<file path="config.mk">
export PLATFORM = sky130hd
export DESIGN_NAME = if_fetch
export DESIGN_NICKNAME = d
export VERILOG_FILES = /design/src/rtl/if_fetch_pkg.sv /design/src/rtl/if_fetch_fifo.sv /design/src/rtl/if_fetch.sv
export SDC_FILE = /design/constraint.sdc
export NUM_CORES = 1
export LEC_CHECK = 0
export BUFFER_PORTS_ARGS = -buffer_cell sky130_fd_sc_hd__buf_2
export CAP_MARGIN = 20
export CORE_MARGIN = 5
export CORE_UTILIZATION = 50
export CTS_CLUSTER_SIZE = 8
export DETAILED_ROUTE_END_ITERATION = 10
export PLACE_DENSITY_LB_ADDON = 0.1
export SETUP_SLACK_MARGIN = 0.3
export SYNTH_ARGS = -nofsm -noshare
export SYNTH_HDL_FRONTEND = slang
export SYNTH_SLANG_ARGS = --single-unit
</file>
<file path="constraint.sdc">
create_clock -name clk -period 4.65 [get_ports clk]
set_clock_uncertainty 0.1 [all_clocks]
set_input_delay 0 -clock clk [delete_from_list [all_inputs] [get_ports clk]]
set_output_delay 0 -clock clk [all_outputs]
set_load 0.05 [all_outputs]
</file>
<file path="src/rtl/if_fetch_pkg.sv">
// Shared definitions for the instruction-fetch stage: default geometry,
// the NOP encoding presented while idle, and the discard FSM states.
package if_fetch_pkg;

  localparam int IF_PC_WIDTH = 10;
  localparam int IF_RESET_PC = 0;
  localparam int IF_DEPTH    = 2;

  // addi x0, x0, 0
  localparam logic [31:0] NOP_INST = 32'h0000_0013;

  // Headroom on the discard counter: back-to-back redirects can stack
  // several windows of stale responses before memory drains them.
  localparam int DISC_EXTRA_W = 4;

  typedef enum logic {
    ST_RUN   = 1'b0,
    ST_DRAIN = 1'b1
  } fetch_state_e;

  function automatic int cnt_width(input int n);
    return (n < 1) ? 1 : $clog2(n + 1);
  endfunction

endpackage

</file>
<file path="src/rtl/if_fetch_fifo.sv">
// Small synchronous FIFO used both as the in-order PC queue and as the
// instruction buffer; head is read straight from the register array.
module fetch_fifo #(
  parameter int DEPTH = 2,
  parameter int WIDTH = 42
) (
  input  logic                         clk,
  input  logic                         srst,
  input  logic                         clear,
  input  logic                         push,
  input  logic [WIDTH-1:0]             push_data,
  input  logic                         pop,
  output logic [WIDTH-1:0]             head_data,
  output logic                         full,
  output logic                         empty,
  output logic [$clog2(DEPTH+1)-1:0]   count
);

  localparam int CNT_W = $clog2(DEPTH + 1);
  localparam int PTR_W = (DEPTH > 1) ? $clog2(DEPTH) : 1;

  logic [WIDTH-1:0] mem_reg [DEPTH];
  logic [PTR_W-1:0] rd_ptr_reg, wr_ptr_reg;
  logic [CNT_W-1:0] count_reg;
  logic             do_push, do_pop;

  function automatic logic [PTR_W-1:0] ptr_inc(input logic [PTR_W-1:0] p);
    return (p == PTR_W'(DEPTH - 1)) ? '0 : p + PTR_W'(1);
  endfunction

  assign full      = (count_reg == CNT_W'(DEPTH));
  assign empty     = (count_reg == '0);
  assign count     = count_reg;
  assign head_data = mem_reg[rd_ptr_reg];
  assign do_pop    = pop & ~empty;
  // A pop frees the slot in the same edge, so push is legal even when full.
  assign do_push   = push & (~full | do_pop);

  always_ff @(posedge clk) begin
    if (srst || clear) begin
      rd_ptr_reg <= '0;
      wr_ptr_reg <= '0;
      count_reg  <= '0;
    end else begin
      if (do_pop)  rd_ptr_reg <= ptr_inc(rd_ptr_reg);
      if (do_push) wr_ptr_reg <= ptr_inc(wr_ptr_reg);
      count_reg <= count_reg + CNT_W'(do_push) - CNT_W'(do_pop);
    end
  end

  always_ff @(posedge clk) begin
    if (do_push) mem_reg[wr_ptr_reg] <= push_data;
  end

  a_no_overflow: assert property (@(posedge clk) disable iff (srst)
    !(push && full && !pop && !clear));

endmodule

</file>
<file path="src/rtl/if_fetch.sv">
// Instruction fetch: issues word-aligned requests, tags in-order responses
// with their PC, buffers them for decode and discards stale ones after a redirect.
module if_fetch
  import if_fetch_pkg::*;
#(
  parameter int PC_WIDTH = IF_PC_WIDTH,
  parameter int RESET_PC = IF_RESET_PC,
  parameter int DEPTH    = IF_DEPTH
) (
  input  logic                clk,
  input  logic                rst,
  output logic                imem_req,
  output logic [PC_WIDTH-1:0] imem_addr,
  input  logic                imem_gnt,
  input  logic                imem_rvalid,
  input  logic [31:0]         imem_rdata,
  input  logic                redirect_valid,
  input  logic [PC_WIDTH-1:0] redirect_pc,
  input  logic                stall,
  output logic                if_valid,
  output logic [PC_WIDTH-1:0] if_pc,
  output logic [31:0]         if_inst
);

  localparam int CNT_W  = cnt_width(DEPTH);
  localparam int OCC_W  = CNT_W + 1;
  localparam int DISC_W = CNT_W + DISC_EXTRA_W;
  localparam int BUF_W  = PC_WIDTH + 32;
  localparam logic [PC_WIDTH-1:0] ALIGN_MASK = ~PC_WIDTH'(3);
  localparam logic [PC_WIDTH-1:0] RESET_ADDR = PC_WIDTH'(RESET_PC) & ALIGN_MASK;

  fetch_state_e        state_reg, state_next;
  logic [PC_WIDTH-1:0] fetch_pc_reg, fetch_pc_next;
  logic [CNT_W-1:0]    out_cnt_reg, out_cnt_next;
  logic [DISC_W-1:0]   disc_cnt_reg, disc_cnt_next;

  logic                granted, discarding, rsp_take, rsp_drop, buf_pop;
  logic                buf_full, buf_empty, pcq_full, pcq_empty;
  logic [CNT_W-1:0]    buf_count, pcq_count;
  logic [PC_WIDTH-1:0] pcq_head;
  logic [BUF_W-1:0]    buf_head;
  logic [OCC_W-1:0]    occupancy, live_after;

  assign discarding = (state_reg == ST_DRAIN);
  assign rsp_take   = imem_rvalid & ~discarding;
  assign rsp_drop   = imem_rvalid & discarding;

  assign if_valid = ~buf_empty;
  assign buf_pop  = if_valid & ~stall;
  assign if_pc    = if_valid ? buf_head[BUF_W-1:32] : '0;
  assign if_inst  = if_valid ? buf_head[31:0] : NOP_INST;

  // Counting this cycle's pop lets a full pipe refill with no bubble; a pop
  // always completes, so a request raised on it never falls back without gnt.
  assign occupancy = OCC_W'(out_cnt_reg) + OCC_W'(buf_count) - OCC_W'(buf_pop);
  assign imem_req  = ~rst & (occupancy < OCC_W'(DEPTH));
  assign imem_addr = fetch_pc_reg;
  assign granted   = imem_req & imem_gnt;

  // Live requests still owed by memory after this edge, before any redirect.
  assign live_after = OCC_W'(out_cnt_reg) + OCC_W'(granted) - OCC_W'(rsp_take);

  always_comb begin
    fetch_pc_next = fetch_pc_reg;
    out_cnt_next  = out_cnt_reg;
    disc_cnt_next = disc_cnt_reg - DISC_W'(rsp_drop);
    if (redirect_valid) begin
      fetch_pc_next = redirect_pc & ALIGN_MASK;
      out_cnt_next  = '0;
      disc_cnt_next = disc_cnt_reg - DISC_W'(rsp_drop) + DISC_W'(live_after);
    end else begin
      if (granted) fetch_pc_next = fetch_pc_reg + PC_WIDTH'(4);
      out_cnt_next = CNT_W'(live_after);
    end
  end

  always_comb begin
    state_next = state_reg;
    case (state_reg)
      ST_RUN:   if (redirect_valid && (live_after != '0)) state_next = ST_DRAIN;
      ST_DRAIN: if (disc_cnt_next == '0) state_next = ST_RUN;
      default:  state_next = ST_RUN;
    endcase
  end

  always_ff @(posedge clk) begin
    if (rst) begin
      state_reg    <= ST_RUN;
      fetch_pc_reg <= RESET_ADDR;
      out_cnt_reg  <= '0;
      disc_cnt_reg <= '0;
    end else begin
      state_reg    <= state_next;
      fetch_pc_reg <= fetch_pc_next;
      out_cnt_reg  <= out_cnt_next;
      disc_cnt_reg <= disc_cnt_next;
    end
  end

  // A request granted on a redirect edge is never queued: it belongs to the discard window.
  fetch_fifo #(.DEPTH(DEPTH), .WIDTH(PC_WIDTH)) u_pc_queue (
    .clk       (clk),
    .srst      (rst),
    .clear     (redirect_valid),
    .push      (granted & ~redirect_valid),
    .push_data (fetch_pc_reg),
    .pop       (rsp_take),
    .head_data (pcq_head),
    .full      (pcq_full),
    .empty     (pcq_empty),
    .count     (pcq_count)
  );

  fetch_fifo #(.DEPTH(DEPTH), .WIDTH(BUF_W)) u_inst_buf (
    .clk       (clk),
    .srst      (rst),
    .clear     (redirect_valid),
    .push      (rsp_take & ~redirect_valid),
    .push_data ({pcq_head, imem_rdata}),
    .pop       (buf_pop),
    .head_data (buf_head),
    .full      (buf_full),
    .empty     (buf_empty),
    .count     (buf_count)
  );

  a_pcq_tracks_outstanding: assert property (@(posedge clk) disable iff (rst)
    pcq_count == out_cnt_reg);
  a_rsp_has_request: assert property (@(posedge clk) disable iff (rst)
    !(rsp_take && pcq_empty));
  a_pcq_room: assert property (@(posedge clk) disable iff (rst)
    !(granted && pcq_full && !rsp_take));
  a_buf_no_overflow: assert property (@(posedge clk) disable iff (rst)
    !(rsp_take && !redirect_valid && buf_full && !buf_pop));

endmodule

</file>
* After elaboration in Yosys (flattened, before gate mapping) *
Memories as Yosys holds them, arrays and structs flattened. A register that Yosys moved wholly into a read port is not among the register bits.
Index checks and enable logic that the tools add are counted.

word-level totals
  bits in registers = 27
  memory bits (writable) = 104
  input bits = 48
  output and inout port bits = 54
  logic and storage cells = 80
  memories = 2

memory list
  name                depth  bits a word  read ports  clocked after memory_dff  write ports  RTL line             source
  u_inst_buf.mem_reg  2      42           1           1                         1            if_fetch_fifo.sv:22  logic [WIDTH-1:0] mem_reg [DEPTH];
  u_pc_queue.mem_reg  2      10           1           1                         1            if_fetch_fifo.sv:22

cells by class
  $add $sub $neg = 15
  order comparisons = 1
  equality and inequality tests = 2
  multiplexer cells = 20
  bitwise gates (word level) = 21
  reduce and logical (&&, ||, !) cells = 8

operators by type and width
  operator                                                                       number
  32-bit 2-to-1 mux                                                              1
  10-bit 2-to-1 mux                                                              3
  1-bit 2-to-1 mux                                                               14
  1-bit AND                                                                      11
  10-bit by 3-bit adder with 10-bit output (second input constant)               1
  1-bit NOT                                                                      8
  6-bit by 3-bit adder with 6-bit output                                         1
  6-bit zero test                                                                1
  6-bit 2-to-1 mux                                                               1
  3-bit by 1-bit subtractor with 3-bit output                                    2
  6-bit by 1-bit subtractor with 6-bit output                                    1
  1-bit adder (second input constant)                                            4
  2-bit by 1-bit adder with 2-bit output                                         2
  2-bit == test (second input constant)                                          2
  2-bit zero test                                                                2
  2-bit by 1-bit subtractor with 2-bit output                                    2
  2-bit by 1-bit adder with 3-bit output                                         1
  2-bit by 2-bit adder with 3-bit output                                         1
  3-bit by 2-bit less-than comparator with 1-bit output (second input constant)  1
  3-bit nonzero test                                                             1
  1-bit OR                                                                       2
  1-bit one-hot mux with 2 select lines                                          1
  2-bit nonzero test                                                             1
  2-bit OR reduction                                                             1
  other kinds (2)                                                                2

* Depth between registers and ports, before layout *
  depth in word-level cells = 14
  mapped depth = 20
  mapped depth without buffers = 20

* Hierarchy *
A second synthesis with hierarchy kept.

unflattened totals
  cell total of the unflattened synthesis = 420
  area total of the unflattened synthesis = 5794.3 µm²

by module, submodules not included
  module                    instances  cells an instance  area each (µm²)  seq. area each (µm²)
  fetch_fifo at u_inst_buf  1          164                3279.4           2622.5
  if_fetch                  1          198                1555.2           340.3
  fetch_fifo at u_pc_queue  1          58                 959.7            700.7

* Worst setup path before layout *
No wires, ideal clock.

  path kind = flip-flop to flip-flop
  start = register u_inst_buf.count_reg[1] (netlist: u_inst_buf.count[1])
  end = register state_reg (netlist: discarding)
  library setup time = 0.148 ns
  arrival = 4.174 ns
  required time = 4.402 ns
  slack = 0.228 ns
  stages on the path, launching flop included = 21
  buffers on the path = 0
  clock period less this slack = 4.422 ns
  cell sequence = dfxtp_1 -> nor2_1 -> nor2_1 -> ha_1 -> inv_1 -> nand2_1 -> fa_1 -> nor2b_2 -> nand3_2 -> ha_1 -> inv_1 -> ha_1 -> inv_1 -> fa_1 -> inv_1 -> ha_1 -> a211oi_1 -> nor2_1 -> xnor2_1 -> nor4bb_1 -> a311oi_2

on the way
  cells in the longest elaborated chain, start to end = 14
  elaborated cells between the ends (all ways) = 18
  classes of those cells = 5 x add/sub; 1 x order compare; 4 x mux; 4 x bitwise; 4 x reduce/logical

RTL lines
  element                                                                                         RTL line             source
  start, declared                                                                                 if_fetch_fifo.sv:24  logic [CNT_W-1:0] count_reg;
  start signal, assigned                                                                          if_fetch_fifo.sv:47  count_reg <= count_reg + CNT_W'(do_push) - CNT_W'(do_pop);
  parallel branches: the longest is 3 deep, another holds 2-bit by 2-bit adder with 3-bit output  --
  3-bit by 1-bit subtractor with 3-bit output (*)                                                 if_fetch.sv:55       assign occupancy = OCC_W'(out_cnt_reg) + OCC_W'(buf_count) - OCC_W'(buf_pop);
  3-bit by 2-bit less-than comparator with 1-bit output (*)                                       if_fetch.sv:56       assign imem_req = ~rst & (occupancy < OCC_W'(DEPTH));
  1-bit AND (*)                                                                                   if_fetch.sv:56
  1-bit AND (*)                                                                                   if_fetch.sv:58       assign granted = imem_req & imem_gnt;
  2-bit by 1-bit adder with 3-bit output (*)                                                      if_fetch.sv:61       assign live_after = OCC_W'(out_cnt_reg) + OCC_W'(granted) - OCC_W'(rsp_take);
  3-bit by 1-bit subtractor with 3-bit output (*)                                                 if_fetch.sv:61
  via live_after[1]                                                                               if_fetch.sv:42       logic [OCC_W-1:0] occupancy, live_after;
  6-bit by 3-bit adder with 6-bit output                                                          if_fetch.sv:70       disc_cnt_next = disc_cnt_reg - DISC_W'(rsp_drop) + DISC_W'(live_after);
  6-bit 2-to-1 mux                                                                                if_fetch.sv:67       if (redirect_valid) begin
  6-bit zero test                                                                                 if_fetch.sv:81       ST_DRAIN: if (disc_cnt_next == '0) state_next = ST_RUN;
  1-bit 2-to-1 mux                                                                                if_fetch.sv:81
  1-bit one-hot mux with 2 select lines (*)                                                       if_fetch.sv:79       case (state_reg)
  end signal, assigned                                                                            if_fetch.sv:93       state_reg <= state_next;
  end, declared                                                                                   if_fetch.sv:32       fetch_state_e state_reg, state_next;

Mark *: on every way through the listed nets, which the timed path passes.
A chain may end at the register's enable or synchronous reset.

* Worst setup path in the final report *
Same ends and word-level chain as after synthesis.

==> summary.txt <==
OUTCOME
-------------------------------------------------------------------------------
Run status                                                         finished clean

SYNTH
-------------------------------------------------------------------------------
Total number of yosys warnings                                                0
Prevailing post-synth register cell                                sky130_fd_sc_hd__edfxtp_1
Share of synthesized registers carrying an async set or reset                 0
Number of unique standard cell types used by synthesis                       47
Share of synthesized area occupied by flip-flops and latches             0.6476
EDFF count, synth                                                            96
Count of mapped cells out of synthesis                                      394
Yosys reg bits                                                              123
Average cell area after synthesis                                   13.42 sq um
Post-synthesis cell area                                             5286 sq um

DRT
-------------------------------------------------------------------------------
Average wire per standard cell                                         14.33 um
Ratio of routed vias to standard cells                                    4.924
Detailed-routing iteration count for the pre-antenna-repair pass              4
Remaining routing DRC violations                                              0
Number of nets with antenna violations after detailed routing                 0
Detailed-route wire length                                             10.19 mm
Total via count after detailed routing                                     3501
Starting DRC count in detailed routing                                      158

POWER
-------------------------------------------------------------------------------
Pwr/cell area                                                      444.9 nW/um^2
Maximum resistive drop on vdd                                         0.3242 mV
Static leakage power                                                   2.843 nW

GLOBAL ROUTING
-------------------------------------------------------------------------------
Number of global-route vias before repair                                  3428
Maximum number of pins on one net before global-route repair                 41
Wire length of the first global-routing pass                           16.24 mm
Overflow left after global routing                                            0
Gr usage total                                                           0.1619
Initial antenna violation count                                               0

WORST SETUP PATH
-------------------------------------------------------------------------------
Number of cell instances on the worst register-to-register path              20
Required arrival time at the worst endpoint                             4.96 ns
Biggest fanout along the worst timing path                                    4
CP endpoint kind                                                           flop
Element type at the critical path start                                    flop
Category of the most critical setup path                           flop to flop
Arrival time at the worst endpoint                                      4.55 ns

TIMING
-------------------------------------------------------------------------------
Endpoints failing setup                                                       0
Hold Vio Cnt, Final                                                           0
Period utilization                                                       0.9122
Count of pins over their slew limit                                           0
Final total negative setup slack                                           0 ns
Highest achievable clock rate                                         235.8 MHz
Min Tclk post-route                                                    4.242 ns
Setup repair after global routing missed its margin                         yes
Slew at the pin closest to its max-slew limit                         0.9705 ns
Remaining max-slew budget at the tightest pin                            0.3530

FLOORPLAN
-------------------------------------------------------------------------------
Die height                                                             112.8 um
Ports                                                                       102
Placeable Area                                                      10320 sq um
Horizontal extent of the die                                           112.8 um
Starting utilization of the core area                                    0.5121
Die Outline Area                                                    12730 sq um
Core Rows                                                                    37

PLACE
-------------------------------------------------------------------------------
HPWL reported at the end of detailed placement                         6.195 mm
Input/output buffers                                                         95
Placer Congestion                                                        0.7881
Placed instance count                                                       614

CLOCKING
-------------------------------------------------------------------------------
CTS tree                                                                    yes
Number of clock buffers inserted by TritonCTS                                17
Clock latency on the worst-skew pair                                    0.50 ns
Maximum clock path buffer count                                               2
Number of clock sinks                                                       123
Htree depth                                                                   4
Clk pin slew, worst setup/hold paths                                    0.05 ns
Clock root cell                                                    sky130_fd_sc_hd__clkbuf_8

LAYOUT
-------------------------------------------------------------------------------
Layout cell share with drive strength beyond 1                           0.3096
Filler-free cell count of the finished design                               711
Number of diodes added for antenna fixing                                     0
Final Net Count                                                             626
Flip-flop count of the largest register after layout                         80
Syn-to-layout area delta                                                 38.08%

MIN PATH
-------------------------------------------------------------------------------
Path class of the lowest-slack min-delay path                      primary input to flop
Min-Delay Path Depth                                                          2

JOB
-------------------------------------------------------------------------------
Number of maximum-capacitance violations                                      0

[final timing paths]
check	startpoint	to	slack [ns]
setup / recovery	u_inst_buf.count[1]	discarding	0.41
hold / removal	imem_rdata[14]	u_inst_buf.mem_reg[1][14]	0.13
setup reg to reg	u_inst_buf.count[1]	discarding	0.41
hold reg to reg	imem_addr[9]	u_pc_queue.mem_reg[0][9]	0.41
[timing repair]
item                       in CTS  in global routing
hold buffers                   60                  0
setup buffers                   0                  5
hold endpoints to repair       83                  0
setup endpoints to repair       3                  3
resized for setup               9                 27
pin swaps                       3                 18
[per-layer routing]
| metal | share of wire | global-route usage | vias to the layer above | wire length [um] |
|---|---|---|---|---|
| li1 | - | - | 1725 | - |
| met1 | 0.44 | 0.2054 | 1674 | 4507 |
| met2 | 0.49 | 0.2666 | 94 | 5005 |
| met3 | 0.057 | 0.05187 | 8 | 583 |
| met4 | 0.0090 | 0.04888 | 0 | 92 |
| met5 | 0 | 0 | - | 0 |
[cells by family after synthesis]
| logic type | Yosys count | share of synthesized area |
|---|---|---|
| DFF | 123 | 0.6476 |
| AOI/OAI and AO/OA | 28 | 0.03929 |
| buffers and inverters | 42 | 0.03408 |
| and+or+nand+nor | 113 | 0.1034 |
| other | 1 | 0.0007094 |
| xor gates and xnor gates | 21 | 0.03621 |
| adders and majority gates | 16 | 0.04213 |
| muxes | 50 | 0.09657 |
[report_power, final]
group          total [mW]  internal [mW]  switching, mW
Sequential           1.29           1.26         0.0391
Combinational       0.674          0.292          0.382
Clock                1.28          0.865          0.414
Total                3.25           2.41          0.835
[worst max-delay path, cell delays in order (launching register included)]
cell and delay [ns]:
sky130_fd_sc_hd__dfxtp_4 0.37, sky130_fd_sc_hd__nor2_4 0.04, sky130_fd_sc_hd__nor2_4 0.14, sky130_fd_sc_hd__ha_4 0.22, sky130_fd_sc_hd__inv_2 0.06, sky130_fd_sc_hd__nand2_2 0.06, sky130_fd_sc_hd__fa_2 0.56, sky130_fd_sc_hd__nor2b_4 0.16
sky130_fd_sc_hd__nand3_4 0.09, sky130_fd_sc_hd__ha_4 0.23, sky130_fd_sc_hd__inv_4 0.05, sky130_fd_sc_hd__ha_4 0.11, sky130_fd_sc_hd__inv_2 0.03, sky130_fd_sc_hd__fa_2 0.57, sky130_fd_sc_hd__inv_2 0.07, sky130_fd_sc_hd__ha_4 0.27
sky130_fd_sc_hd__a211oi_4 0.07, sky130_fd_sc_hd__or4_4 0.50, sky130_fd_sc_hd__o31ai_4 0.09, sky130_fd_sc_hd__xnor2_2 0.12, sky130_fd_sc_hd__a311oi_2 0.26
[layout make-up]
type | count | area [sq um]
inverter | 22 | 85.08
sequential | 123 | 3430
clock inverter | 9 | 147.6
clock buffer | 23 | 436.7
fill | 714 | 3024
timing repair buffer | 166 | 1159
tap | 136 | 170.2
multi-input combinational | 232 | 1872
[stage by stage]
| stage | setup slack, ns | hold slack [ns] | area [sq um] | util | power [mW] |
|---|---|---|---|---|---|
| floorplan | 0.3099 | -0.001131 | 5303 | - | 1.707 |
| global placement | 0.1603 | 0.08875 | 5913 | 0.5728 | 1.826 |
| detailed placement | 0.06189 | 0.09127 | 5913 | 0.5728 | 1.837 |
| CTS | 0.3179 | 0.09592 | 7141 | 0.6917 | 3.201 |
| global route | 0.2557 | 0.1058 | 7300 | 0.7071 | 3.402 |
| finish | 0.4084 | 0.1280 | 7300 | 0.7071 | 3.247 |
[Yosys cell counts (2+ instances only)]
master | instances | share of area
sky130_fd_sc_hd__a21oi_1 | 7 | 0.0066
sky130_fd_sc_hd__nand3_1 | 3 | 0.0028
sky130_fd_sc_hd__nor4bb_1 | 2 | 0.0038
sky130_fd_sc_hd__mux2i_1 | 42 | 0.080
sky130_fd_sc_hd__o21ai_0 | 7 | 0.0066
sky130_fd_sc_hd__mux2_2 | 8 | 0.017
sky130_fd_sc_hd__a211oi_1 | 2 | 0.0028
sky130_fd_sc_hd__dfxtp_1 | 27 | 0.10
sky130_fd_sc_hd__clkbuf_1 | 8 | 0.0057
sky130_fd_sc_hd__buf_2 | 5 | 0.0047
sky130_fd_sc_hd__xnor2_1 | 11 | 0.018
sky130_fd_sc_hd__nor2_1 | 62 | 0.044
sky130_fd_sc_hd__nand4_1 | 3 | 0.0036
sky130_fd_sc_hd__edfxtp_1 | 96 | 0.55
sky130_fd_sc_hd__nor2b_1 | 9 | 0.011
sky130_fd_sc_hd__fa_1 | 3 | 0.011
sky130_fd_sc_hd__inv_1 | 22 | 0.016
sky130_fd_sc_hd__ha_1 | 13 | 0.031
sky130_fd_sc_hd__nand2_1 | 11 | 0.0078
sky130_fd_sc_hd__and2_1 | 8 | 0.0095
sky130_fd_sc_hd__or4_1 | 2 | 0.0028
sky130_fd_sc_hd__o21a_1 | 4 | 0.0057
sky130_fd_sc_hd__buf_4 | 4 | 0.0057
sky130_fd_sc_hd__xor2_1 | 9 | 0.015
sky130_fd_sc_hd__nor3b_1 | 3 | 0.0043
sky130_fd_sc_hd__buf_1 | 2 | 0.0014
[layout by cell type, fill, tap and decap left out, types with 6 or more instances in the layout]
cell type / instances
sky130_fd_sc_hd__clkbuf_16: 16
sky130_fd_sc_hd__nand2_1: 10
sky130_fd_sc_hd__a21oi_1: 7
sky130_fd_sc_hd__clkbuf_1: 6
sky130_fd_sc_hd__dlygate4sd3_1: 60
sky130_fd_sc_hd__buf_4: 11
sky130_fd_sc_hd__edfxtp_1: 96
sky130_fd_sc_hd__buf_2: 95
sky130_fd_sc_hd__nor2b_1: 7
sky130_fd_sc_hd__mux2i_1: 42
sky130_fd_sc_hd__nor2_1: 60
sky130_fd_sc_hd__ha_1: 8
sky130_fd_sc_hd__dfxtp_1: 24
sky130_fd_sc_hd__xor2_1: 9
sky130_fd_sc_hd__xnor2_1: 10
sky130_fd_sc_hd__mux2_2: 8
sky130_fd_sc_hd__and2_1: 7
sky130_fd_sc_hd__inv_1: 18
Note: power is estimated with default switching activity, not from simulation.
